==> config.mk <==
export PLATFORM = sky130hd
export DESIGN_NAME = aes128_key_expand
export DESIGN_NICKNAME = d
export VERILOG_FILES = /design/src/rtl/aes_pkg.sv /design/src/rtl/aes_sbox.sv /design/src/rtl/aes128_key_expand.sv
export SDC_FILE = /design/constraint.sdc
export NUM_CORES = 2
export LEC_CHECK = 0
export ABC_AREA = 1
export CAP_MARGIN = 20
export CORE_AREA = 2 2 603 605
export CTS_CLUSTER_DIAMETER = 150
export DETAILED_ROUTE_END_ITERATION = 6
export DIE_AREA = 0 0 605 607
export RECOVER_POWER = 25
export SETUP_SLACK_MARGIN = 0.2
export SKIP_CTS_REPAIR_TIMING = 1
export SYNTH_ARGS = -nofsm -noshare
export SYNTH_HDL_FRONTEND = slang
export SYNTH_SLANG_ARGS = --single-unit
==> constraint.sdc <==
create_clock -name clk -period 20.7 [get_ports clk]
set_input_delay 4.14 -clock clk [delete_from_list [all_inputs] [get_ports clk]]
set_output_delay 4.14 -clock clk [all_outputs]
set_load 0.01 [all_outputs]
==> src/rtl/aes_pkg.sv <==
`default_nettype none
// aes_pkg: constants and types shared by the AES-128 key schedule and the cipher core.
// Rev 1.0
package aes_pkg;

  localparam int AES_NK = 4;
  localparam int AES_NR = 10;

  // Indexed by round number; entry 0 and entries past round 10 are never used.
  localparam logic [7:0] RCON [0:15] = '{
    8'h00, 8'h01, 8'h02, 8'h04, 8'h08, 8'h10, 8'h20, 8'h40,
    8'h80, 8'h1b, 8'h36, 8'h00, 8'h00, 8'h00, 8'h00, 8'h00
  };

  typedef enum logic [1:0] {
    IDLE   = 2'd0,
    EXPAND = 2'd1,
    DONE   = 2'd2
  } state_t;

  typedef logic [31:0] word_t;

endpackage
`default_nettype wire

==> src/rtl/aes_sbox.sv <==
`default_nettype none
// aes_sbox: combinational AES forward S-box, one byte per instance.
// Rev 1.0
module aes_sbox (
  input  logic [7:0] byte_in,
  output logic [7:0] byte_out
);

  localparam logic [7:0] SBOX [0:255] = '{
    8'h63, 8'h7c, 8'h77, 8'h7b, 8'hf2, 8'h6b, 8'h6f, 8'hc5, 8'h30, 8'h01, 8'h67, 8'h2b, 8'hfe, 8'hd7, 8'hab, 8'h76,
    8'hca, 8'h82, 8'hc9, 8'h7d, 8'hfa, 8'h59, 8'h47, 8'hf0, 8'had, 8'hd4, 8'ha2, 8'haf, 8'h9c, 8'ha4, 8'h72, 8'hc0,
    8'hb7, 8'hfd, 8'h93, 8'h26, 8'h36, 8'h3f, 8'hf7, 8'hcc, 8'h34, 8'ha5, 8'he5, 8'hf1, 8'h71, 8'hd8, 8'h31, 8'h15,
    8'h04, 8'hc7, 8'h23, 8'hc3, 8'h18, 8'h96, 8'h05, 8'h9a, 8'h07, 8'h12, 8'h80, 8'he2, 8'heb, 8'h27, 8'hb2, 8'h75,
    8'h09, 8'h83, 8'h2c, 8'h1a, 8'h1b, 8'h6e, 8'h5a, 8'ha0, 8'h52, 8'h3b, 8'hd6, 8'hb3, 8'h29, 8'he3, 8'h2f, 8'h84,
    8'h53, 8'hd1, 8'h00, 8'hed, 8'h20, 8'hfc, 8'hb1, 8'h5b, 8'h6a, 8'hcb, 8'hbe, 8'h39, 8'h4a, 8'h4c, 8'h58, 8'hcf,
    8'hd0, 8'hef, 8'haa, 8'hfb, 8'h43, 8'h4d, 8'h33, 8'h85, 8'h45, 8'hf9, 8'h02, 8'h7f, 8'h50, 8'h3c, 8'h9f, 8'ha8,
    8'h51, 8'ha3, 8'h40, 8'h8f, 8'h92, 8'h9d, 8'h38, 8'hf5, 8'hbc, 8'hb6, 8'hda, 8'h21, 8'h10, 8'hff, 8'hf3, 8'hd2,
    8'hcd, 8'h0c, 8'h13, 8'hec, 8'h5f, 8'h97, 8'h44, 8'h17, 8'hc4, 8'ha7, 8'h7e, 8'h3d, 8'h64, 8'h5d, 8'h19, 8'h73,
    8'h60, 8'h81, 8'h4f, 8'hdc, 8'h22, 8'h2a, 8'h90, 8'h88, 8'h46, 8'hee, 8'hb8, 8'h14, 8'hde, 8'h5e, 8'h0b, 8'hdb,
    8'he0, 8'h32, 8'h3a, 8'h0a, 8'h49, 8'h06, 8'h24, 8'h5c, 8'hc2, 8'hd3, 8'hac, 8'h62, 8'h91, 8'h95, 8'he4, 8'h79,
    8'he7, 8'hc8, 8'h37, 8'h6d, 8'h8d, 8'hd5, 8'h4e, 8'ha9, 8'h6c, 8'h56, 8'hf4, 8'hea, 8'h65, 8'h7a, 8'hae, 8'h08,
    8'hba, 8'h78, 8'h25, 8'h2e, 8'h1c, 8'ha6, 8'hb4, 8'hc6, 8'he8, 8'hdd, 8'h74, 8'h1f, 8'h4b, 8'hbd, 8'h8b, 8'h8a,
    8'h70, 8'h3e, 8'hb5, 8'h66, 8'h48, 8'h03, 8'hf6, 8'h0e, 8'h61, 8'h35, 8'h57, 8'hb9, 8'h86, 8'hc1, 8'h1d, 8'h9e,
    8'he1, 8'hf8, 8'h98, 8'h11, 8'h69, 8'hd9, 8'h8e, 8'h94, 8'h9b, 8'h1e, 8'h87, 8'he9, 8'hce, 8'h55, 8'h28, 8'hdf,
    8'h8c, 8'ha1, 8'h89, 8'h0d, 8'hbf, 8'he6, 8'h42, 8'h68, 8'h41, 8'h99, 8'h2d, 8'h0f, 8'hb0, 8'h54, 8'hbb, 8'h16
  };

  assign byte_out = SBOX[byte_in];

endmodule
`default_nettype wire

==> src/rtl/aes128_key_expand.sv <==
`default_nettype none
// aes128_key_expand: iterative AES-128 key schedule, one round key per clock into an 11-slot bus.
// Rev 1.0
module aes128_key_expand
  import aes_pkg::*;
(
  input  logic          clk,
  input  logic          reset,
  input  logic [127:0]  key_in,
  input  logic          key_load,
  output logic          busy,
  output logic          keys_valid,
  output logic [1407:0] round_keys
);

  localparam int KEY_W = 32 * AES_NK;

  state_t           state;
  logic [3:0]       rnd;
  logic [KEY_W-1:0] slots [0:AES_NR];

  logic [KEY_W-1:0] prev_key;
  logic [KEY_W-1:0] next_key;
  word_t            w0, w1, w2, w3;
  word_t            rot, sub, t;
  word_t            n0, n1, n2, n3;
  logic [7:0]       rcon_byte;

  // Previous round key is the slot just below rnd; rnd is never 0 while expanding.
  always_comb begin
    prev_key = '0;
    for (int i = 0; i < AES_NR; i++) begin
      if (rnd == 4'(i + 1)) prev_key = slots[i];
    end
  end

  assign {w0, w1, w2, w3} = prev_key;
  assign rot              = {w3[23:0], w3[31:24]};
  assign rcon_byte        = RCON[rnd];

  generate
    for (genvar g = 0; g < 4; g++) begin : g_subword
      aes_sbox u_sbox (
        .byte_in  (rot[8*g +: 8]),
        .byte_out (sub[8*g +: 8])
      );
    end
  endgenerate

  assign t        = sub ^ {rcon_byte, 24'h0};
  assign n0       = w0 ^ t;
  assign n1       = w1 ^ n0;
  assign n2       = w2 ^ n1;
  assign n3       = w3 ^ n2;
  assign next_key = {n0, n1, n2, n3};

  always_ff @(posedge clk) begin
    if (reset) begin
      state      <= IDLE;
      rnd        <= 4'd0;
      busy       <= 1'b0;
      keys_valid <= 1'b0;
      for (int i = 0; i <= AES_NR; i++) slots[i] <= '0;
    end else begin
      case (state)
        IDLE, DONE: begin
          if (key_load) begin
            slots[0] <= key_in;
            for (int i = 1; i <= AES_NR; i++) slots[i] <= '0;
            rnd        <= 4'd1;
            busy       <= 1'b1;
            keys_valid <= 1'b0;
            state      <= EXPAND;
          end
        end
        EXPAND: begin
          for (int i = 1; i <= AES_NR; i++) begin
            if (rnd == 4'(i)) slots[i] <= next_key;
          end
          rnd <= rnd + 4'd1;
          if (rnd == 4'(AES_NR)) begin
            busy       <= 1'b0;
            keys_valid <= 1'b1;
            state      <= DONE;
          end
        end
        default: state <= IDLE;
      endcase
    end
  end

  generate
    for (genvar r = 0; r <= AES_NR; r++) begin : g_round_keys
      assign round_keys[KEY_W*r +: KEY_W] = slots[r];
    end
  endgenerate

endmodule
`default_nettype wire

==> run summary <==
Crit path DAT - 11.34 ns
Setup violators final - 0
Lkg Pwr - 0.0420 uW
Worst slew pin tran - 5.47 ns
Dominant synthesized flop cell - edfxtp_1
Leading cell type in the layout, fill and taps excluded - nand2_1
All-Layer GR Usage - 30.1%
Mapped cell area - 75,900 sq um
Synth cell types - 49
Synth area leader - edfxtp_1
Post-route minimum period - 11.55 ns
Drt initial violations - 12,561
Port-buffer cells - 1,540
Commonest cells after routing, fill and taps aside - 1,916 x nand2_1, 1,714 x nor2_1, 1,557 x nand3_1
Final Hold Vio Count - 0
Top-area cell type share of the netlist area - 55.7%
Initial antenna violation count - 29
Cell Count, Final, Fillers Out - 15,026
Post-Syn Area per Cell - 8.60 sq um
Ys Warns - 0
Routed wire per std cell - 38.5 microns
Total power divided by cell area - 103 nW/um^2
Worst-path clk slew - 0.06 ns
Tcrit/Tclk final - 55.8%
CTS Buf Count - 166
Maximum clock rate - 0.0866 GHz
Number of flops mapped to enable cells by yosys - 1,408
Syn Nets - 9,016
Post-Route WL - 578,000 microns
RePlAce Congestion - 1.01
Final WS setup - 9.15 ns
Die outline height - 607 microns
Area of the core - 361,000 sq um
Final net count - 10,290
Post-DRT Antenna Nets - 0
TritonCTS clock tree - yes
Area grow syn2layout - 33.6%
DPL Wire Length - 442,000 microns
Dpl cells - 14,718
Starting Density - 21.0%
Clock tree buffer depth - 4
Clk root buf - clkbuf_16
FP Rows - 221
Run status - finished, violations left
Crit path kind - input port to flip-flop
Slew HR - -264%
DRC Markers - 1
Violated checks - DRC, capacitance limit, slew limit
Die W - 605 microns
Pin count of the biggest net entering global routing - 111
Skew-Pair Late Insertion Delay - 0.90 ns
Full die area - 367,000 sq um
Post-Place Worst Slack - 12.02 ns
CP startpoint kind - input port
First-pass GRT wire length - 734,000 microns
Hold_ws - 0.494 ns
Htree depth - 4
Skew final - 0.111 ns
HP Class - flip-flop to flip-flop
CP max FO - 81
Number of synthesized register bits - 1,416
Global route total overflow - 0
Vias - 79,415
Post-synth ARST share - 0%
Slew Viols, Final - 363
RSZ-0062 raised after global routing - no
Max-cap violations - 8
Cells after Synth - 8,824
IO Count - 1,541
Clock sinks - 1,416
Routed vias/inst - 5.29
Critical Path Sink Type - flip-flop
Setup_tns - 0 ns
Register area share after synthesis - 55.9%
Vias in the first global route - 72,047
VDD IR max - 0.0625 mV
Worst EP required - 20.49 ns
Synth top area cells - edfxtp_1 56%, nand3_1 10%, nand2_1 9.6%
Layout cells sized above 1 - 6.16%
First drt pass iteration count - 7
==> metrics by stage <==
step / util, % / instance area [sq um] / total power, uW
floorplan: - / 75900 / 5090
global placement: 26.7 / 96300 / 7470
detailed placement: 26.7 / 96300 / 7460
CTS: 28.1 / 101000 / 10400
global route: 28.1 / 101000 / 10600
finish: 28.1 / 101000 / 10500
==> critical path, stage by stage <==
cell	delay (ns)
dlygate4sd3_1	0.58
inv_1	0.09
nor2_1	0.07
nor2_1	0.96
clkinvlp_2	2.75
clkbuf_1	2.36
==> logic make-up (layout without fill, tap and decap cells) <==
family | count (synthesis) | count (layout) | share of synthesized area, %
AOI/OAI and AO/OA | 830 | 830 | 6.74
and+or+nand+nor | 5389 | 5389 | 30.0
other | 0 | 10 | 0
adders and majority gates | 61 | 61 | 1.01
DFF | 1416 | 1416 | 55.9
buffers and inverters | 1128 | 2526 | 6.32
==> cell usage after synthesis (6+ instances only) <==
cell type  instances
nand2_1         1936
nor2_1          1717
nand3_1         1557
edfxtp_1        1408
inv_1            437
o21ai_0          322
clkbuf_1         309
buf_2            218
a21oi_1          189
a221oi_1          89
o211ai_1          87
nand2_2           70
a211oi_1          61
ha_1              61
buf_4             60
buf_1             53
inv_2             37
nand3b_1          29
o21ai_1           27
or2_2             21
nand4_1           20
o221ai_1          15
nand3_2           13
buf_6              9
a221o_1            8
dfxtp_1            8
nand2_4            6
or2_1              6
==> final cells by class <==
class	count	area [sq um]
Antenna cell	10	25.0
Clock buffer	201	4360
Clock inverter	91	713
Fill cell	38422	259000
Inverter	479	1840
Multi-Input combinational cell	6280	28800
Sequential cell	1416	42400
Tap cell	4794	6000
Timing Repair Buffer	1755	17200
==> power breakdown <==
group,leakage (uW),switching [uW],internal [uW]
logic,0.0242,3180,839
clock network,0.00247,1320,1600
registers,0.0153,178,3370
total,0.0420,4680,5810
==> sequential cells by signal, indices dropped and copies added (netlist names) <==
name / cells
state: 2
busy: 1
rnd: 4
keys_valid: 1
slots: 1408
==> final timing paths <==
kind                                                      to             startpoint  cells after the start  slack [ns]
worst max register to register  slots[10][110]$_SDFFCE_PP0P_    rnd[0]$_SDFFE_PP0P_                     11       11.81
worst min register to register         state[1]$_SDFFE_PP0P_  state[1]$_SDFFE_PP0P_                      2        0.49
worst max-delay path             slots[0][105]$_SDFFCE_PN0P_               key_load                      6        9.15
worst min-delay path                   state[1]$_SDFFE_PP0P_  state[1]$_SDFFE_PP0P_                      2        0.49
==> layer usage <==
layer | share of wire [%] | vias up | global-route usage, %
met1 | 35 | 39568 | 34.9
li1 | - | 32538 | -
met4 | 9.9 | 8 | 24.1
met3 | 12 | 1280 | 11.1
met5 | 0.035 | - | 0
met2 | 42 | 6021 | 44.7
(Power assumes the default switching activity.)
